`src/rtl/stopwatch_pkg.sv`:
```
// Shared definitions for the stopwatch controller: FSM encoding and debounce default.
package stopwatch_pkg;

  typedef enum logic [1:0] {
    S_IDLE = 2'b00,
    S_RUN  = 2'b01,
    S_LAP  = 2'b10,
    S_STOP = 2'b11
  } sw_state_e;

  // 10 ms of stable input at 100 MHz
  localparam int DB_CYCLES_DEFAULT = 1000000;

endpackage

```
`src/rtl/btn_debounce.sv`:
```
// Pushbutton conditioner: 2-FF synchronizer, stability-count debounce and
// rising-edge press pulse, DB_CYCLES+3 clocks after a clean raw rising edge.
module btn_debounce
  import stopwatch_pkg::*;
#(
  parameter int DB_CYCLES = DB_CYCLES_DEFAULT
) (
  input  logic clk,
  input  logic reset,
  input  logic btn,
  output logic press
);

  localparam int CW = (DB_CYCLES > 1) ? $clog2(DB_CYCLES) : 1;

  logic          sync1;
  logic          sync2;
  logic          level;
  logic          level_d;
  logic [CW-1:0] cnt;

  // Level is accepted on the DB_CYCLES-th consecutive sample that differs from it.
  always_ff @(posedge clk or posedge reset) begin
    if (reset) begin
      sync1   <= 1'b0;
      sync2   <= 1'b0;
      level   <= 1'b0;
      level_d <= 1'b0;
      cnt     <= '0;
      press   <= 1'b0;
    end else begin
      sync1   <= btn;
      sync2   <= sync1;
      level_d <= level;
      press   <= level & ~level_d;
      if (sync2 == level) begin
        cnt <= '0;
      end else if (cnt == CW'(DB_CYCLES - 1)) begin
        level <= sync2;
        cnt   <= '0;
      end else begin
        cnt <= cnt + CW'(1);
      end
    end
  end

endmodule

```
`src/rtl/stopwatch_ctrl.sv`:
```
// Stopwatch control FSM: start/stop and lap/reset buttons, lap latch,
// counter enable/clear and display selection.
module stopwatch_ctrl
  import stopwatch_pkg::*;
#(
  parameter int DB_CYCLES = DB_CYCLES_DEFAULT
) (
  input  logic        clk,
  input  logic        reset,
  input  logic        btn_ss,
  input  logic        btn_lr,
  input  logic        tick,
  input  logic [15:0] count_bcd,
  input  logic        at_max,
  output logic        count_en,
  output logic        count_clr,
  output logic [15:0] disp_bcd,
  output logic [1:0]  state,
  output logic        lap_active
);

  logic        ss_press;
  logic        lr_press;
  sw_state_e   fsm_state;
  logic [15:0] lap_value;

  btn_debounce #(.DB_CYCLES(DB_CYCLES)) u_ss (
    .clk   (clk),
    .reset (reset),
    .btn   (btn_ss),
    .press (ss_press)
  );

  btn_debounce #(.DB_CYCLES(DB_CYCLES)) u_lr (
    .clk   (clk),
    .reset (reset),
    .btn   (btn_lr),
    .press (lr_press)
  );

  // Priority in every state: at_max, then ss, then lr (a coincident lr is dropped).
  always_ff @(posedge clk or posedge reset) begin
    if (reset) begin
      fsm_state <= S_IDLE;
      lap_value <= 16'h0000;
      count_clr <= 1'b0;
    end else begin
      count_clr <= 1'b0;
      case (fsm_state)
        S_IDLE: begin
          if (ss_press) fsm_state <= S_RUN;
        end
        S_RUN: begin
          if (at_max || ss_press) begin
            fsm_state <= S_STOP;
          end else if (lr_press) begin
            fsm_state <= S_LAP;
            lap_value <= count_bcd;
          end
        end
        S_LAP: begin
          if (at_max || ss_press) fsm_state <= S_STOP;
          else if (lr_press)      fsm_state <= S_RUN;
        end
        S_STOP: begin
          if (ss_press) begin
            fsm_state <= S_RUN;
          end else if (lr_press) begin
            fsm_state <= S_IDLE;
            count_clr <= 1'b1;
          end
        end
        default: fsm_state <= S_IDLE;
      endcase
    end
  end

  assign state      = fsm_state;
  assign lap_active = (fsm_state == S_LAP);
  assign count_en   = tick & ((fsm_state == S_RUN) | (fsm_state == S_LAP)) & ~at_max;
  assign disp_bcd   = (fsm_state == S_LAP) ? lap_value : count_bcd;

endmodule
```
`config.mk`:
```
export PLATFORM = sky130hd
export DESIGN_NAME = stopwatch_ctrl
export DESIGN_NICKNAME = d
export VERILOG_FILES = /design/src/rtl/stopwatch_pkg.sv /design/src/rtl/btn_debounce.sv /design/src/rtl/stopwatch_ctrl.sv
export SDC_FILE = /design/constraint.sdc
export NUM_CORES = 1
export LEC_CHECK = 0
export ABC_AREA = 1
export CORE_UTILIZATION = 55
export DETAILED_ROUTE_END_ITERATION = 16
export DONT_BUFFER_PORTS = 1
export PLACE_DENSITY = 0.69
export RECOVER_POWER = 25
export SLEW_MARGIN = 20
export SYNTH_ARGS = -nofsm -noshare
export SYNTH_HDL_FRONTEND = slang
export SYNTH_HIERARCHICAL = 1
export SYNTH_SLANG_ARGS = --single-unit
export TNS_END_PERCENT = 100
```
`constraint.sdc`:
```
create_clock -name clk -period 2.4 [get_ports clk]
set_input_delay 0.24 -clock clk [delete_from_list [all_inputs] [get_ports clk]]
set_output_delay 0.24 -clock clk [all_outputs]
set_load 0.03 [all_outputs]
```
---- Word level (Yosys, flattened, before mapping) ----
Index checks and enable logic that the tools add are counted.
storage, ports and cells
  register bits ........................... 69
  input port bits ......................... 22
operators by class
  reductions and logical operators ........ 6
  add/sub/neg operators ................... 2
  bitwise logic cells ..................... 11
  equality and inequality tests ........... 11
  mux-type cells .......................... 16
operators by type and width
  cell                     number
  $mux W20                 4
  $add A20 B1 Y20 const B  2
  $eq A20 B20 Y1 const B   2
  $mux W16                 1
  $mux W2                  7
  $pmux W2 S4              1
  $ne A3 B1 Y1 const B     2
  $not A1 Y1               6
  $and A1 B1 Y1            4
  $eq A2 B2 Y1 const B     2
  $reduce_and A2 Y1        2
  $reduce_and A4 Y1        1
  $mux W1                  3
  $ne A3 B2 Y1 const B     1
  $reduce_and A3 Y1        1
  $eq A1 B1 Y1             2
  $eq A2 B1 Y1 const B     1
  $logic_not A2 Y1         1
  $ne A2 B1 Y1 const B     1
  $logic_or A1 B1 Y1       1
  $or A1 B1 Y1             1

---- Longest topological paths before layout ----
Gate-level depths: netlist of run 1.
  depth after elaboration ................. 4
  gate-level depth with buffers ........... 10
  gate-level depth less buffers ........... 9

---- Cells and area by module ----
The synthesis of run 1 kept the hierarchy.
modules (own cells, without submodules)
  module          seq. area each (um2)  times used  cells an instance  area an instance (um2)
  btn_debounce    625.6                 2           165                1,322.5
  stopwatch_ctrl  475.5                 1           147                1,159.9

---- Least setup slack after synthesis of run 1 ----
OpenSTA, ideal clock, no wires.
  path type ............................... register to output
  start point ............................. reg fsm_state[0] (netlist: state[0])
  end point ............................... out disp_bcd[0]
  required time ........................... 2.160 ns
  stages on the path, launching flop included .. 6
  data arrival time ....................... 2.097 ns
  slack ................................... 0.063 ns
  cell sequence ........................... dfrtp_1 -> inv_1 -> ha_1 -> buf_2 -> clkbuf_1 -> o21ai_0
between the ends
  word-level cells in the longest chain between the ends .. 2
ends and longest elaborated chain
  element                 line                  source
  start, declared         stopwatch_ctrl.sv:24  sw_state_e fsm_state;
  start signal, assigned  stopwatch_ctrl.sv:44  fsm_state <= S_IDLE;
  start signal, assigned  stopwatch_ctrl.sv:51  if (ss_press) fsm_state <= S_RUN;
  start signal, assigned  stopwatch_ctrl.sv:55  fsm_state <= S_STOP;
  $eq A2 B2 Y1            n/a
  via lap_active          stopwatch_ctrl.sv:19  output logic lap_active
  $mux W16                stopwatch_ctrl.sv:81  assign disp_bcd = (fsm_state == S_LAP) ? lap_value : count_bcd;
  end, declared           stopwatch_ctrl.sv:17  output logic [15:0] disp_bcd,
The timed path passes the listed nets, and every way through them passes these cells.

---- Worst setup path in the final report of run 1 ----
  start point ............................. reg fsm_state[1] (netlist: state[1])
  end point ............................... out count_en
between the ends
  word-level cells in the longest chain between the ends .. 4
  elaborated cells between the ends (all ways) .. 5
  classes of those cells .................. eq/ne (2); bitwise (3)
ends and longest elaborated chain
  element                                              line                  source
  $eq A2 B1 Y1 / $eq A2 B2 Y1 (equally long branches)  stopwatch_ctrl.sv:80  assign count_en = tick & ((fsm_state == S_RUN) | (fsm_state == S_LAP)) & ~at_max;
  $or A1 B1 Y1 *                                       stopwatch_ctrl.sv:80
  $and A1 B1 Y1 * (2 in series)                        stopwatch_ctrl.sv:80
  end, declared                                        stopwatch_ctrl.sv:15  output logic count_en,
Mark *: on every way between the ends. The rest lies on a longest branch, timed or not.

==> out/results.ini, run 1 <==
[grt]
grt_pass1_wl_um=12900
grt.busiest_layer=met2
grtUsageMet3_pct=4.18
antenna_found_initial=0
globalRouteOverflowTotal=0
use_met1_pct=29.6
grt_pass1_vias=2976
grt_max_degree=34
track_usage_pct=22.8
grtUsageMet2_pct=37.7

[cells_and_area]
drive_above_1_share_pct=17.9
final_cell_mix=98 x nand2_1, 84 x nor2_1, 69 x dfrtp_1
mostFrequentLayoutCell=nand2_1
synthToLayoutAreaGrowth_pct=13.1
nNetsFinal=532
fillers=547
final_area_um2=4300
antenna_cells=0

[clock_network]
clk_path_buf_depth=2
cts_root_buffer=clkbuf_8
htreeDepth=3
insertion_delay_ns=0.34
ctsResizeCount=0
clkSinkCount=69
cts_tree=done
post_cts_buffers=0
cts_buffers=9
clkTransAtPathRegs_ns=0.07

[detailed_routing]
first_iter_violations=202
drtAntennaViolNets=0
drt_first_pass_iters=5
route.detailed.drc=0
vias_per_cell=5.21
routedWlPerCell_um=12.8
wirelength_um=7460
num_vias=3045

[floorplan]
die_area_um2=7250
die_width_um=85.2
core_area_um2=6490
die_y_um=85.2
rows=29
initial_core_util_pct=58.6
ios=43

[sta]
finalSetupTns_ns=0
worstMarginPinSlew_ns=0.946
finClkSkew_ns=0.00544
final-setup-viol-count=0
grt_setup_unrepaired=no
hold_violations=17
fin_crit_sh_pct=88.2
hold_ws_ns=-0.0107
max_freq_mhz=472
period_needed_ns=2.12
slew_violations=0
worst_slack_ns=0.283
slew_headroom_pct=36.9

[setup_path]
start_kind=flop
critPathRequiredTime_ns=2.16
worst-path-max-fanout=7
worstSetupPathType=flop to output port
crit_path_top_delay_cell=dfrtp_1
cp_data_arrival_time_ns=1.88
crit_chain=inv_1 > ha_1 > nand2_1 > nor2_1
critPathCaptureType=output port
max_stage_delay_ns=0.62
rrSetupSlack_ns=0.62

[synth]
synth_nets=506
yosysWarnings=6
synth_top_cell_area_share_pct=45.4
synth.yosys.seq_area_share_pct=45.4
synthTopCellsByArea=dfrtp_1 45%, nand2_1 9.7%, nor2_1 8.3%, inv_1 5.4%, nand3_1 3.8%
synthFlopType=dfrtp_1
synth_cell_type_count=29
syn_avg_cell_area_um2=7.98
ys_ff_latch=69
async_reset_ff_share_pct=100
synth_top_area_cell=dfrtp_1
syn_inst=477
syn_area_um2=3800
synth_edf_count=0

[power_and_ir_drop]
peakVddDrop_mv=0.407
power_density_nw_per_um2=607
p_leak_nw=1.96

[placed_design]
dpl_cell_area_um2=3990
dp_hpwl_um=5400
dp_slack_ns=0.625
gp_congestion=0.955
port_buffers=0

[hold_path]
hold_class=input port to async pin

[job]
drv_cap=0

[status]
violations=negative hold slack
status=complete, but fails checks

layer usage:
layer / vias to the layer above / share of wire [%]
li1: 1553 / -
met1: 1412 / 47
met2: 68 / 48
met3: 12 / 3.4
met4: 0 / 1.6
met5: - / 0
cell usage after synthesis, types with 3 or more instances:
master and instances:
xor2_1 14, o21ai_0 23, nand4_1 8, xnor2_1 4, nor3_1 6, nand2_1 98
o21ai_2 16, nor2_2 18, a21oi_1 6, dfrtp_1 69, inv_1 55, o21ai_1 4
buf_2 3, nand2_2 10, ha_1 7, nand3_1 29, nor2_4 3, buf_6 3
nor2_1 84
final timing paths:
kind,from,to,cells past startpoint
worst max-delay path,state[1],count_en,4
worst min-delay path,reset,u_ss/cnt[17],1
worst max register to register,state[1],lap_value[14],5
worst min register to register,u_ss/sync1,u_ss/sync2,0
max in group asynchronous,reset,lap_value[11],2
min in group clk,count_bcd[9],lap_value[9],2
critical path, delay by kind of cell (launching register included):
family | cells | cell delay (ns)
flip-flops | 1 | 0.62
buffers and inverters | 1 | 0.16
adder cells (fa/ha/maj) | 1 | 0.30
AND/OR/NAND/NOR | 2 | 0.45
timing repair:
| action | CTS | global route |
|---|---|---|
| hold endpoints to repair | 21 | 0 |
| hold buffers | 3 | 0 |
| setup endpoints to repair | 0 | 0 |
through the flow:
step           std cells  total power [mW]  hold WS, ns  utilization, %
2_1_floorplan        477              1.29        0.191               -
3_3_place_gp         566              1.33        0.271            61.5
3_5_place_dp         566              1.33        0.271            61.5
4_1_cts              585              2.64       0.0196            66.2
5_1_grt              585              2.71       0.0394            66.2
6_report             585              2.61      -0.0107            66.2
layout make-up:
class / instances / area [um^2] / area share (%)
clock inverter: 5 / 129 / 3.00
inverter: 57 / 214 / 4.97
tap: 77 / 96.3 / 2.24
clock buffer: 11 / 151 / 3.52
sequential: 69 / 1730 / 40.1
timing repair buffer: 22 / 173 / 4.01
multi-input combinational: 344 / 1810 / 42.1
logic make-up (layout without fill, tap and decap cells):
group / count (synthesis) / in the layout / share of synthesized area (%)
buffers and inverters: 64 / 95 / 7.00
AOI/OAI and AO/OA: 50 / 50 / 8.19
adders and majority gates: 7 / 7 / 2.30
DFF: 69 / 69 / 45.4
xor gates and xnor gates: 20 / 20 / 5.00
and+or+nand+nor: 267 / 267 / 32.1
sequential cells by signal (all words and copies together), names as in the netlist:
signal and count:
u_ss/cnt 20, u_lr/level_d 1, u_ss/sync2 1, state 2
count_clr 1, u_lr/press 1, u_lr/cnt 20, u_ss/level_d 1
lap_value 16, u_ss/press 1, u_ss/sync1 1, u_lr/sync1 1
u_lr/sync2 1, u_ss/level 1, u_lr/level 1
report_power, final:
group,switching (mW),internal [mW]
sequential,0.00801,1.17
combinational,0.0934,0.0366
clock,0.444,0.856
Note: power is estimated with default switching activity, not from simulation.
==> inputs of run 2 (changes only) <==
--- a/config.mk
+++ b/config.mk
@@ -5,7 +5,6 @@
 export SDC_FILE = /design/constraint.sdc
 export NUM_CORES = 1
 export LEC_CHECK = 0
-export ABC_AREA = 1
 export CORE_UTILIZATION = 55
 export DETAILED_ROUTE_END_ITERATION = 16
 export DONT_BUFFER_PORTS = 1
==> run 2 against run 1 <==
Effect of this change: the flow now finishes without violations; clock power down 40%; setup slack lost 0.15 ns; critical endpoint is now disp_bcd[8]; global-route usage is 3.6 points lower; via count is 24% lower; fmax down 6.7%; clock-buffer cell count increased by 2; cell count shrank 33%; hold slack improved by 0.019 ns; combinational power decreased by 15%; largest cell class is now registers.
==> out/results.ini, run 2 <==
[status]
status=completed  ; was complete, but fails checks

[grt]
use_met1_pct=24.1  ; was 29.6%
grt_pass1_vias=2188  ; was 2976
globalRouteOverflowTotal=0  ; unchanged
grtUsageMet3_pct=3.78  ; was 4.18%
track_usage_pct=19.3  ; was 22.8%
antenna_found_initial=0  ; unchanged
grt.busiest_layer=met2  ; unchanged
grt_max_degree=26  ; was 34
grt_pass1_wl_um=9650  ; was 12900 um
grtUsageMet2_pct=31.7  ; was 37.7%

[floorplan]
die_y_um=81.8  ; was 85.2 um
initial_core_util_pct=58.1  ; was 58.6%
ios=43  ; unchanged
die_width_um=81.8  ; was 85.2 um
die_area_um2=6690  ; was 7250 um^2
rows=28  ; was 29
core_area_um2=6030  ; was 6490 um^2

[cells_and_area]
nNetsFinal=344  ; was 532
mostFrequentLayoutCell=dfrtp_1  ; was nand2_1
fin_util_pct=62.4  ; was 66.2%
reg.largest.list=u_lr/cnt x20, u_ss/cnt x20, lap_value x16  ; unchanged
final_cell_mix=69 x dfrtp_1, 36 x nor2_1, 24 x mux2_2  ; was 98 x nand2_1, 84 x nor2_1, 69 x dfrtp_1
drive_above_1_share_pct=21.0  ; was 17.9%
antenna_cells=0  ; unchanged
fillers=493  ; was 547
final_area_um2=3760  ; was 4300 um^2
synthToLayoutAreaGrowth_pct=7.25  ; was 13.1%

[setup_path]
rr_startpoint=u_lr/cnt[10]  ; was state[1]
ff2ff_path_depth=5  ; unchanged
crit_chain=ha_1 > buf_4 > mux2_2  ; was inv_1 > ha_1 > nand2_1 > nor2_1
cp_top_family=flip-flops  ; unchanged
worstSetupPathType=flop to output port  ; unchanged
critPathBufInv=1  ; unchanged
crit_path_top_delay_cell=dfrtp_1  ; unchanged
worst-path-max-fanout=17  ; was 7
worstReg2RegEnd=u_lr/cnt[3]  ; was lap_value[14]
rrSetupSlack_ns=0.47  ; was 0.62 ns
start_kind=flop  ; unchanged
worstSetupStartpoint=state[1]  ; unchanged
path_depth=3  ; was 4
max_stage_delay_ns=0.61  ; was 0.62 ns
critPathCaptureType=output port  ; unchanged
crit_path_end=disp_bcd[8]  ; was count_en
cp_data_arrival_time_ns=2.03  ; was 1.88 ns
critPathRequiredTime_ns=2.16  ; about the same

[detailed_routing]
routedWlPerCell_um=15.2  ; was 12.8 um
route.detailed.drc=0  ; unchanged
vias_per_cell=5.85  ; was 5.21
drt_first_pass_iters=4  ; was 5
first_iter_violations=98  ; was 202
wirelength_um=6000  ; was 7460 um
num_vias=2304  ; was 3045
drtAntennaViolNets=0  ; unchanged

[power_and_ir_drop]
pwr-share-comb_pct=5.3  ; was 5.0%
p_int_mw=1.60  ; was 2.07 mW
clkPwrFrac_pct=37.6  ; was 49.8%
p_leak_nw=1.65  ; was 1.96 nW
p_switching_mw=0.473  ; was 0.546 mW
pwr-share-seq_pct=57.1  ; was 45.2%
p_sw_share_pct=22.8  ; was 20.9%
peakVddDrop_mv=0.342  ; was 0.407 mV
power_density_nw_per_um2=552  ; was 607 nW/um^2

[sta]
max_freq_mhz=441  ; was 472 MHz
period_needed_ns=2.27  ; was 2.12 ns
fin_crit_sh_pct=94.6  ; was 88.2%
finClkSkew_ns=0.00463  ; was 0.00544 ns
worstMarginPinSlew_ns=0.942  ; was 0.946 ns
slew_violations=0  ; unchanged
grt_setup_unrepaired=no  ; unchanged
slew_headroom_pct=37.1  ; was 36.9%
hold_violations=0  ; was 17
final-setup-viol-count=0  ; unchanged
finalSetupTns_ns=0  ; unchanged

[synth]
synth_nets=332  ; was 506
synth_top_area_cell=dfrtp_1  ; unchanged
synth_commonest_cells=69 x dfrtp_1, 36 x nor2_1, 24 x mux2_2  ; was 98 x nand2_1, 84 x nor2_1, 69 x dfrtp_1
syn_avg_cell_area_um2=11.6  ; was 7.98 um^2
async_reset_ff_share_pct=100  ; unchanged
synth_top_cell_area_share_pct=49.3  ; was 45.4%
synthTopCellsByArea=dfrtp_1 49%, mux2_2 7.7%, mux2_4 4.3%, nor2_1 3.9%, xnor2_1 3.5%  ; was dfrtp_1 45%, nand2_1 9.7%, nor2_1 8.3%, inv_1 5.4%, nand3_1 3.8%
synth_cell_type_count=40  ; was 29
synth_edf_count=0  ; unchanged
synth_most_common_cell=dfrtp_1  ; was nand2_1
synthFlopType=dfrtp_1  ; unchanged
ys_ff_latch=69  ; unchanged
syn_inst=303  ; was 477
yosysWarnings=6  ; unchanged
syn_area_um2=3500  ; was 3800 um^2
synth.yosys.seq_area_share_pct=49.3  ; was 45.4%

[clock_network]
clk_path_buf_depth=2  ; unchanged
ctsResizeCount=0  ; unchanged
cts_buffers=9  ; unchanged
htreeDepth=3  ; unchanged
cts_root_buffer=clkbuf_8  ; unchanged
insertion_delay_ns=0.33  ; was 0.34 ns
clkSinkCount=69  ; unchanged
clkTransAtPathRegs_ns=0.07  ; about the same
cts_tree=done  ; unchanged

[placed_design]
dp_hpwl_um=4130  ; was 5400 um
gp_congestion=0.784  ; was 0.955
port_buffers=0  ; unchanged
dpl_cell_area_um2=3560  ; was 3990 um^2

[hold_path]
hold_class=input port to async pin  ; unchanged

[job]
drv_cap=0  ; unchanged

==> run 2: changes by cell type after synthesis, sizes merged, moves of 6 or more <==
cell	change
a21oi	+7
nand3	-18
and3	+7
nand2	-92
xnor2	+10
o21ai	-38
mux2	+34
nor2	-68
and4	+6
nor4	+8
inv	-50
==> run 2: timing repair <==
item,in CTS,in global routing
hold buffers,3,1
endpoints found under the hold margin,21,25
buffers inserted,0,0
==> run 2: worst min-delay path by stage <==
| stage | end | slack (ns) | cells after the start |
|---|---|---|---|
| floorplan | count_clr | 0.19 | 1 |
| global placement | count_clr | 0.27 | 1 |
| detailed placement | u_ss/sync1 | 0.27 | 0 |
| CTS | u_lr/cnt[16] | 0.04 | 1 |
| global route | lap_value[9] | 0.04 | 1 |
| finish | u_ss/cnt[13] | 0.009 | 1 |
==> run 2: cell type report <==
cell class              instances  area (um^2)  area share [%]
flip-flops and latches         69         1730            46.0
repair buffers                  9         77.6            2.06
clock buffers                  13          149            3.96
well taps                      75         93.8            2.50
clock inverters                 2         10.0           0.266
multi-input cells             219         1670            44.6
inverters                       7         26.3           0.699
==> run 2: power groups by stage <==
stage	logic (mW)	clock network, mW	registers [mW]
2_1_floorplan	0.0924	0	1.20
3_3_place_gp	0.106	0	1.21
3_5_place_dp	0.107	0	1.21
4_1_cts	0.111	0.808	1.18
5_1_grt	0.122	0.855	1.18
6_report	0.110	0.781	1.18
==> run 2: per-layer routing <==
| layer | share of wire (%) | vias to the layer above |
|---|---|---|
| met5 | 0 | - |
| met4 | 2.0 | 0 |
| met3 | 5.3 | 11 |
| met2 | 45 | 60 |
| met1 | 48 | 1124 |
| li1 | - | 1109 |
==> run 2: cells by family after synthesis <==
| kind of cell | synth area share (%) |
|---|---|
| compound gates | 5.50 |
| xor+xnor | 7.00 |
| fa+ha+maj | 2.50 |
| buf+inv | 2.93 |
| flops | 49.3 |
| mux | 12.6 |
| simple gates | 20.2 |
==> run 2: through the flow <==
| stage | worst slack, ns | hold slack (ns) | cells | total power [mW] |
|---|---|---|---|---|
| after floorplan | 0.274 | 0.191 | 303 | 1.30 |
| after global routing | 0.0191 | 0.0365 | 394 | 2.16 |
| final | 0.130 | 0.00875 | 394 | 2.07 |
| after CTS | 0.114 | 0.0354 | 393 | 2.10 |
| after global placement | 0.519 | 0.271 | 375 | 1.31 |
| after detailed placement | 0.488 | 0.271 | 375 | 1.31 |
==> inputs of run 3 (changes only) <==
--- a/config.mk
+++ b/config.mk
@@ -5,10 +5,12 @@
 export SDC_FILE = /design/constraint.sdc
 export NUM_CORES = 1
 export LEC_CHECK = 0
-export CORE_UTILIZATION = 55
+export CELL_PAD_IN_SITES_DETAIL_PLACEMENT = 0
+export CELL_PAD_IN_SITES_GLOBAL_PLACEMENT = 1
+export CORE_UTILIZATION = 54
 export DETAILED_ROUTE_END_ITERATION = 16
 export DONT_BUFFER_PORTS = 1
-export PLACE_DENSITY = 0.69
+export PLACE_DENSITY = 0.83
 export RECOVER_POWER = 25
 export SLEW_MARGIN = 20
 export SYNTH_ARGS = -nofsm -noshare
==> run 3 against run 2 <==
Effect of this change: the flow now finishes with violations (negative hold slack); sequential share of layout area up 0.22 points; design area is 0.47% lower; setup slack gained 0.052 ns; fmax grew 2.4%.
==> out/results.ini, run 3 (same netlist as run 2, synthesis figures left out) <==
[grt]
grt.busiest_layer=met2  ; unchanged
grt_max_degree=26  ; unchanged
grtUsageMet2_pct=30.9  ; was 31.7%
grt_pass1_vias=2162  ; was 2188
globalRouteOverflowTotal=0  ; unchanged
grtUsageMet3_pct=4.29  ; was 3.78%
track_usage_pct=19.6  ; was 19.3%
use_met1_pct=25.7  ; was 24.1%
antenna_found_initial=0  ; unchanged
grt_pass1_wl_um=9830  ; was 9650 um

[clock_network]
clkSinkCount=69  ; unchanged
ctsResizeCount=0  ; unchanged
cts_root_buffer=clkbuf_8  ; unchanged
cts_tree=done  ; unchanged
insertion_delay_ns=0.33  ; about the same
cts_buffers=9  ; unchanged
clk_path_buf_depth=2  ; unchanged
htreeDepth=3  ; unchanged
clkTransAtPathRegs_ns=0.07  ; about the same
post_cts_buffers=0  ; unchanged

[power_and_ir_drop]
power.total_mw=2.08  ; was 2.07 mW
power_density_nw_per_um2=556  ; was 552 nW/um^2
p_int_mw=1.60  ; about the same
clkPwrFrac_pct=37.9  ; was 37.6%
p_sw_share_pct=23.0  ; was 22.8%
peakVddDrop_mv=0.438  ; was 0.342 mV
p_switching_mw=0.478  ; was 0.473 mW
pwr-share-comb_pct=5.1  ; was 5.3%
pwr-share-seq_pct=56.9  ; was 57.1%
p_leak_nw=1.64  ; was 1.65 nW

[placed_design]
dp_slack_ns=0.519  ; was 0.488 ns
placed_cells=374  ; was 375
dpl_cell_area_um2=3550  ; was 3560 um^2
gp_congestion=0.798  ; was 0.784
dp_hpwl_um=4140  ; was 4130 um
port_buffers=0  ; unchanged

[cells_and_area]
drive_above_1_share_pct=20.8  ; was 21.0%
final_cell_mix=69 x dfrtp_1, 36 x nor2_1, 24 x mux2_2  ; unchanged
final_cells=392  ; was 394
synthToLayoutAreaGrowth_pct=6.75  ; was 7.25%
nNetsFinal=342  ; was 344
antenna_cells=0  ; unchanged
reg.largest.list=u_lr/cnt x20, u_ss/cnt x20, lap_value x16  ; unchanged
fillers=510  ; was 493
mostFrequentLayoutCell=dfrtp_1  ; unchanged
final_area_um2=3740  ; was 3760 um^2
fin_util_pct=61.4  ; was 62.4%

[sta]
max_freq_mhz=451  ; was 441 MHz
hold_ws_ns=-0.000713  ; was 0.00875 ns
grt_setup_unrepaired=no  ; unchanged
finalSetupTns_ns=0  ; unchanged
slew_headroom_pct=36.9  ; was 37.1%
hold_violations=1  ; was 0
period_needed_ns=2.22  ; was 2.27 ns
worst_slack_ns=0.183  ; was 0.130 ns
fin_crit_sh_pct=92.4  ; was 94.6%
slew_violations=0  ; unchanged
worstMarginPinSlew_ns=0.945  ; was 0.942 ns
finClkSkew_ns=0.00898  ; was 0.00463 ns
final-setup-viol-count=0  ; unchanged

[floorplan]
die_y_um=82.5  ; was 81.8 um
ios=43  ; unchanged
rows=28  ; unchanged
core_area_um2=6100  ; was 6030 um^2
initial_core_util_pct=57.5  ; was 58.1%
die_width_um=82.5  ; was 81.8 um
die_area_um2=6810  ; was 6690 um^2

[detailed_routing]
drtAntennaViolNets=0  ; unchanged
routedWlPerCell_um=15.3  ; was 15.2 um
vias_per_cell=5.80  ; was 5.85
num_vias=2273  ; was 2304
drt_first_pass_iters=4  ; unchanged
first_iter_violations=93  ; was 98
wirelength_um=6010  ; was 6000 um
route.detailed.drc=0  ; unchanged

[setup_path]
critPathCaptureType=output port  ; unchanged
rrSetupSlack_ns=0.51  ; was 0.47 ns
cp_data_arrival_time_ns=1.98  ; was 2.03 ns
worst-path-max-fanout=17  ; unchanged
critPathRequiredTime_ns=2.16  ; about the same
start_kind=flop  ; unchanged
worstSetupPathType=flop to output port  ; unchanged

[hold_path]
hold_class=input port to async pin  ; unchanged

[status]
status=complete, but fails checks  ; was completed
violations=negative hold slack

[job]
drv_cap=0  ; unchanged

-- run 3: path summary, 6_finish.rpt --
path | startpoint | to | cells past startpoint
max in group asynchronous | reset | lap_value[14] | 2
worst min register to register | u_ss/sync1 | u_ss/sync2 | 0
worst max-delay path | state[1] | disp_bcd[12] | 3
worst max register to register | u_lr/cnt[12] | u_lr/cnt[5] | 5
worst min-delay path | reset | u_ss/press | 1
min in group clk | count_bcd[7] | lap_value[7] | 1
-- run 3: worst max-delay path: stages, from the launching register on --
cell and delay (ns):
dfrtp_1 0.60, ha_1 0.28, buf_4 0.31, mux2_2 0.46
-- run 3: repair_timing --
action / CTS / global route
hold buffers: 3 / 0
endpoints found under the hold margin: 21 / 0
setup endpoints to repair: 0 / 0
-- run 3: layout make-up --
class / count / area, um^2 / share of cell area [%]
Multi-Input combinational cell: 219 / 1670 / 44.8
Tap cell: 75 / 93.8 / 2.51
Clock inverter: 2 / 10.0 / 0.268
Clock buffer: 13 / 149 / 3.98
Sequential cell: 69 / 1730 / 46.2
Inverter: 7 / 26.3 / 0.703
Timing Repair Buffer: 7 / 60.1 / 1.61
-- run 3: power groups by stage --
| stage | logic (mW) | registers, mW | clock network (mW) |
|---|---|---|---|
| after global routing | 0.119 | 1.18 | 0.867 |
| final | 0.107 | 1.18 | 0.788 |
| after CTS | 0.110 | 1.18 | 0.823 |
| after global placement | 0.104 | 1.21 | 0 |
| after detailed placement | 0.106 | 1.21 | 0 |
| after floorplan | 0.0924 | 1.20 | 0 |
-- run 3: metal layers --
| metal | part of all wire, % | vias up |
|---|---|---|
| li1 | - | 1109 |
| met1 | 48 | 1112 |
| met2 | 47 | 50 |
| met3 | 4.2 | 2 |
| met4 | 0.43 | 0 |
| met5 | 0 | - |
